[src/rtl/rref_op_scheduler.sv]
// rref_op_scheduler: pivot search and SWAP/NORM/ELIM sequencing for Gauss-Jordan on [A|B].
// Optional feature macro: ELIM_SKIP_ZERO_EN (zero-check each target row before its ELIM).
module rref_op_scheduler #(
   parameter int N = 5,
   parameter int W = 32
) (
   input  logic         clk,
   input  logic         rst_n,
   input  logic         start,
   input  logic         abort,
   output logic         busy,
   output logic         done,
   output logic         singular,
   output logic         cmd_valid,
   input  logic         cmd_ready,
   output logic [1:0]   cmd_op,
   output logic [2:0]   cmd_row_k,
   output logic [2:0]   cmd_row_i,
   input  logic         op_done,
   output logic [2:0]   rd_row,
   output logic [2:0]   rd_col,
   input  logic [W-1:0] rd_data
);

   localparam logic [1:0] OP_SWAP = 2'b00;
   localparam logic [1:0] OP_NORM = 2'b01;
   localparam logic [1:0] OP_ELIM = 2'b10;
   localparam logic [3:0] LAST    = 4'(N - 1);

   typedef enum logic [2:0] {
      IDLE, SRCH, ISSUE, WAIT, NEXT, FIN, SKCHK
   } state_t;

   state_t     state, state_n;
   logic [2:0] k, k_n;
   logic [2:0] r, r_n;
   logic [2:0] i, i_n;
   logic [1:0] op, op_n;
   logic       sing_n;
   logic       nz;
   logic [3:0] i_first;
   logic [3:0] i_step;
   logic [3:0] nxt_i;

   assign nz = |rd_data;

   // Row walk for eliminations: ascending, never landing on the pivot row.
   always_comb begin
      i_first = (k == 3'd0) ? 4'd1 : 4'd0;
      i_step  = {1'b0, i} + 4'd1;
      if (i_step == {1'b0, k})
         i_step = i_step + 4'd1;
      nxt_i = (op == OP_NORM) ? i_first : i_step;
   end

   always_ff @(posedge clk or negedge rst_n) begin
      if (!rst_n) begin
         state    <= IDLE;
         k        <= '0;
         r        <= '0;
         i        <= '0;
         op       <= OP_SWAP;
         singular <= 1'b0;
      end else begin
         state    <= state_n;
         k        <= k_n;
         r        <= r_n;
         i        <= i_n;
         op       <= op_n;
         singular <= sing_n;
      end
   end

   always_comb begin
      state_n = state;
      k_n     = k;
      r_n     = r;
      i_n     = i;
      op_n    = op;
      sing_n  = singular;
      if (abort) begin
         state_n = IDLE;
      end else begin
         unique case (state)
            IDLE: begin
               if (start) begin
                  state_n = SRCH;
                  k_n     = '0;
                  r_n     = '0;
                  sing_n  = 1'b0;
               end
            end
            SRCH: begin
               if (nz) begin
                  state_n = ISSUE;
                  if (r == k) begin
                     op_n = OP_NORM;
                     i_n  = '0;
                  end else begin
                     op_n = OP_SWAP;
                     i_n  = r;
                  end
               end else if ({1'b0, r} == LAST) begin
                  state_n = FIN;
                  sing_n  = 1'b1;
               end else begin
                  r_n = r + 3'd1;
               end
            end
            ISSUE: begin
               if (cmd_ready)
                  state_n = WAIT;
            end
            WAIT: begin
               if (op_done) begin
                  if (op == OP_SWAP) begin
                     op_n    = OP_NORM;
                     i_n     = '0;
                     state_n = ISSUE;
                  end else if (nxt_i > LAST) begin
                     state_n = NEXT;
                  end else begin
                     op_n    = OP_ELIM;
                     i_n     = nxt_i[2:0];
`ifdef ELIM_SKIP_ZERO_EN
                     state_n = SKCHK;
`else
                     state_n = ISSUE;
`endif
                  end
               end
            end
            NEXT: begin
               if ({1'b0, k} == LAST) begin
                  state_n = FIN;
               end else begin
                  k_n     = k + 3'd1;
                  r_n     = k + 3'd1;
                  state_n = SRCH;
               end
            end
            FIN: state_n = IDLE;
`ifdef ELIM_SKIP_ZERO_EN
            // A zero multiplier leaves the row unchanged, so no command is needed.
            SKCHK: begin
               if (nz)
                  state_n = ISSUE;
               else if (i_step > LAST)
                  state_n = NEXT;
               else
                  i_n = i_step[2:0];
            end
`endif
            default: state_n = IDLE;
         endcase
      end
   end

   always_comb begin
      busy      = state inside {SRCH, ISSUE, WAIT, NEXT, SKCHK};
      done      = (state == FIN);
      cmd_valid = (state == ISSUE);
      cmd_op    = op;
      cmd_row_k = k;
      cmd_row_i = i;
      rd_row    = '0;
      rd_col    = '0;
      if (state == SRCH) begin
         rd_row = r;
         rd_col = k;
      end else if (state == SKCHK) begin
         rd_row = i;
         rd_col = k;
      end
   end

endmodule
[config.mk]
export PLATFORM = sky130hd
export DESIGN_NAME = rref_op_scheduler
export DESIGN_NICKNAME = d
export VERILOG_FILES = /design/src/rtl/rref_op_scheduler.sv
export SDC_FILE = /design/constraint.sdc
export NUM_CORES = 1
export LEC_CHECK = 0
export CAP_MARGIN = 0
export CORE_MARGIN = 1
export CORE_UTILIZATION = 35
export CTS_CLUSTER_SIZE = 30
export DETAILED_ROUTE_END_ITERATION = 12
export PLACE_DENSITY_LB_ADDON = 0.08
export SYNTH_ARGS = -nofsm -noshare
export SYNTH_HDL_FRONTEND = slang
export SYNTH_SLANG_ARGS = --single-unit
[constraint.sdc]
create_clock -name clk -period 2.6 [get_ports clk]
set_clock_uncertainty 0.15 [all_clocks]
set_input_delay 0.39 -clock clk [delete_from_list [all_inputs] [get_ports clk]]
set_output_delay 0.39 -clock clk [all_outputs]
set_load 0.02 [all_outputs]
==> results.toml <==
[cells_and_area]
nFillCells = 370
fin_nets = 275
final_common_cell = "clkdlybuf4s50_1"
layout_common_cells = "clkdlybuf4s50_1 (54), nand2_1 (17), dfrtp_1 (13)"
drive_gt1_frac = 0.135
area.sequential_sq_um = 378
multi_input_area_sq_um = 1030
num_antenna_cells = 0
areaGrowthSynthToFinish_pct = 44.5

[clocking]
htree_levels = 1
cts_buffer_depth = 2
cts_tree = "done"
cts_inserted_buffers = 3
path_clk_slew_ns = 0.06
cts_root_buffer = "clkbuf_8"
clk_latency_ns = 0.25
cts_setup_buffers = 0
cts_sinks = 15

[worst_setup_path]
crit_fanout = 7
cpPeakStageDelay_ns = 0.64
worstPathRequired_ns = 2.06
critPathLaunchType = "flop"
setup.worst_path.start = "state[2]$_DFFE_PN0P_"
path_cells = "and2b_4, nand2b_2, a21oi_1, clkdlybuf4s50_1"
crit_path_top_delay_cell = "clkdlybuf4s50_1"
cp_data_arrival_time_ns = 1.94
rr_startpoint = "cmd_row_i[0]$_DFFE_PN0P_"
path_class = "flop to primary output"
end_kind = "primary output"

[global_route]
grt_usage = 0.217
grt_pass1_wl_um = 7360
antenna_found_initial = 0
grt_pass1_vias = 1525
grt-ovfl-total = 0
grt_max_degree = 16

[die]
core_area_sq_um = 4060
dieHeight_um = 67.4
dieArea_sq_um = 4540
start_util = 0.368
rows = 23
die_w_um = 67.4
ios = 56

[timing]
fmax_mhz = 404
tightest_slew_ns = 0.710
hold_viol = 0
finalSetupViolCount = 0
period_share = 0.952
rsz0062_at_grt = "no"
slew_viol_final = 0
slew_headroom = 0.526
fin_crit_ns = 2.48
setup-tns-final_ns = 0

[routing]
drc = 0
wire_per_inst_um = 15.7
ant_nets = 0
via_count = 1534
viasPerCell = 5.48
drt-initial-drc-count = 61
totalWireLength_um = 4400
firstDrtPassIters = 4

[hold_path]
hold_path_class = "flop to flop"
min-delay-start = "singular$_DFFE_PN0P_"

[placement]
portBuffers = 55
place.detailed.hpwl_um = 3530
routabilityCongestion = 0.908

[power]
p_per_area_nw_per_um2 = 543
power_mw = 1.17
leakagePower_nw = 0.820
vdd_drop_max_mv = 0.382

[run_status]
outcome = "finished clean"

[logic_synthesis]
ys_seq_area_frac = 0.251
synth_edf_count = 0
ys_ff_latch = 15
syn_area_sq_um = 1500
ys.warnings.count = 0
synth_cell_type_count = 59
synth-async-reset-ratio = 1.00
synth_fp_nets = 216
syn_inst = 172
synth.avg_cell_area_sq_um = 8.69
synthFlopType = "dfrtp_1"

[flow_run]
drv_cap = 0
## cells in the mapped netlist, drive strengths merged, types with 3 or more instances
| master | instances | area share |
|---|---|---|
| a21oi | 10 | 0.044 |
| a31oi | 4 | 0.021 |
| buf | 7 | 0.033 |
| dfrtp | 15 | 0.25 |
| ha | 6 | 0.050 |
| inv | 10 | 0.025 |
| mux2 | 3 | 0.028 |
| mux2i | 3 | 0.020 |
| nand2 | 18 | 0.050 |
| nand2b | 3 | 0.014 |
| nand3 | 4 | 0.017 |
| nor2 | 12 | 0.035 |
| nor2b | 5 | 0.021 |
| nor3 | 7 | 0.027 |
| nor4 | 9 | 0.038 |
| o211ai | 3 | 0.015 |
| o21ai | 9 | 0.030 |
| o22ai | 3 | 0.017 |
| xnor2 | 7 | 0.041 |
## per-stage QoR
stage                     cell area [sq um]  instances  hold slack [ns]  setup WS [ns]   util
after floorplan                        1500        172          -0.0556          0.108      -
after global placement                 2110        276            0.337          0.207  0.520
after detailed placement               2110        276            0.339          0.198  0.520
after CTS                              2150        280            0.359         0.0687  0.531
after global routing                   2160        280            0.390         0.0403  0.533
final                                  2160        280            0.355          0.124  0.533
## critical path: cells and delay by family (launching register included)
kind,cells,cell delay [ns]
AND/OR/NAND/NOR,2,0.44
AO/OA/AOI/OAI,1,0.18
flip-flops,1,0.43
buffers and inverters,1,0.64
## metal layers
metal  track usage  vias up  routed length [um]
met5             0        -                   0
met4        0.0505        0                  51
met3        0.0456        6                 180
met2         0.369       48                2170
met1         0.279      722                2000
li1              -      758                   -
## cell type report
class | instances | share of cell area
Clock buffer | 4 | 0.0208
Timing Repair Buffer | 62 | 0.280
Sequential cell | 15 | 0.175
Multi-Input combinational cell | 139 | 0.478
Tap cell | 50 | 0.0290
Inverter | 10 | 0.0174
## what timing repair did
action | 4_1_cts | 5_1_grt
setup endpoints to repair | 0 | 5
gates resized for setup | 0 | 4
hold buffers | 0 | 0
## registers in the layout, summed over array words and instances, names as in the netlist
signal	count
r	3
state	3
cmd_row_i	3
singular	1
cmd_op	2
cmd_row_k	3
## cell families (layout without fill, tap and decap cells)
group,Yosys count,count (layout),share of synthesized area
compound gates,46,46,0.244
mux,6,6,0.0477
fa+ha+maj,6,6,0.0502
flops,15,15,0.251
xor+xnor,9,9,0.0619
buf+inv,18,76,0.0602
simple gates,72,72,0.285
## path summary, 6_finish.rpt
kind,end,slack [ns],cells after the start
setup / recovery,rd_col[1],0.12,4
hold / removal,singular$_DFFE_PN0P_,0.35,1
setup reg to reg,cmd_op[0]$_DFFE_PN0P_,0.20,7
hold reg to reg,singular$_DFFE_PN0P_,0.35,1
max in group asynchronous,state[1]$_DFFE_PN0P_,1.39,1
min in group asynchronous,r[2]$_DFFE_PN0P_,0.41,1
## report_power, final
group / internal [mW] / switching [mW] / total (mW) / leakage (nW)
Sequential: 0.277 / 0.0705 / 0.347 / 0.198
Combinational: 0.304 / 0.325 / 0.629 / 0.598
Clock: 0.109 / 0.0874 / 0.196 / 0.0228
Total: 0.690 / 0.483 / 1.17 / 0.820
(Power assumes the default switching activity.)
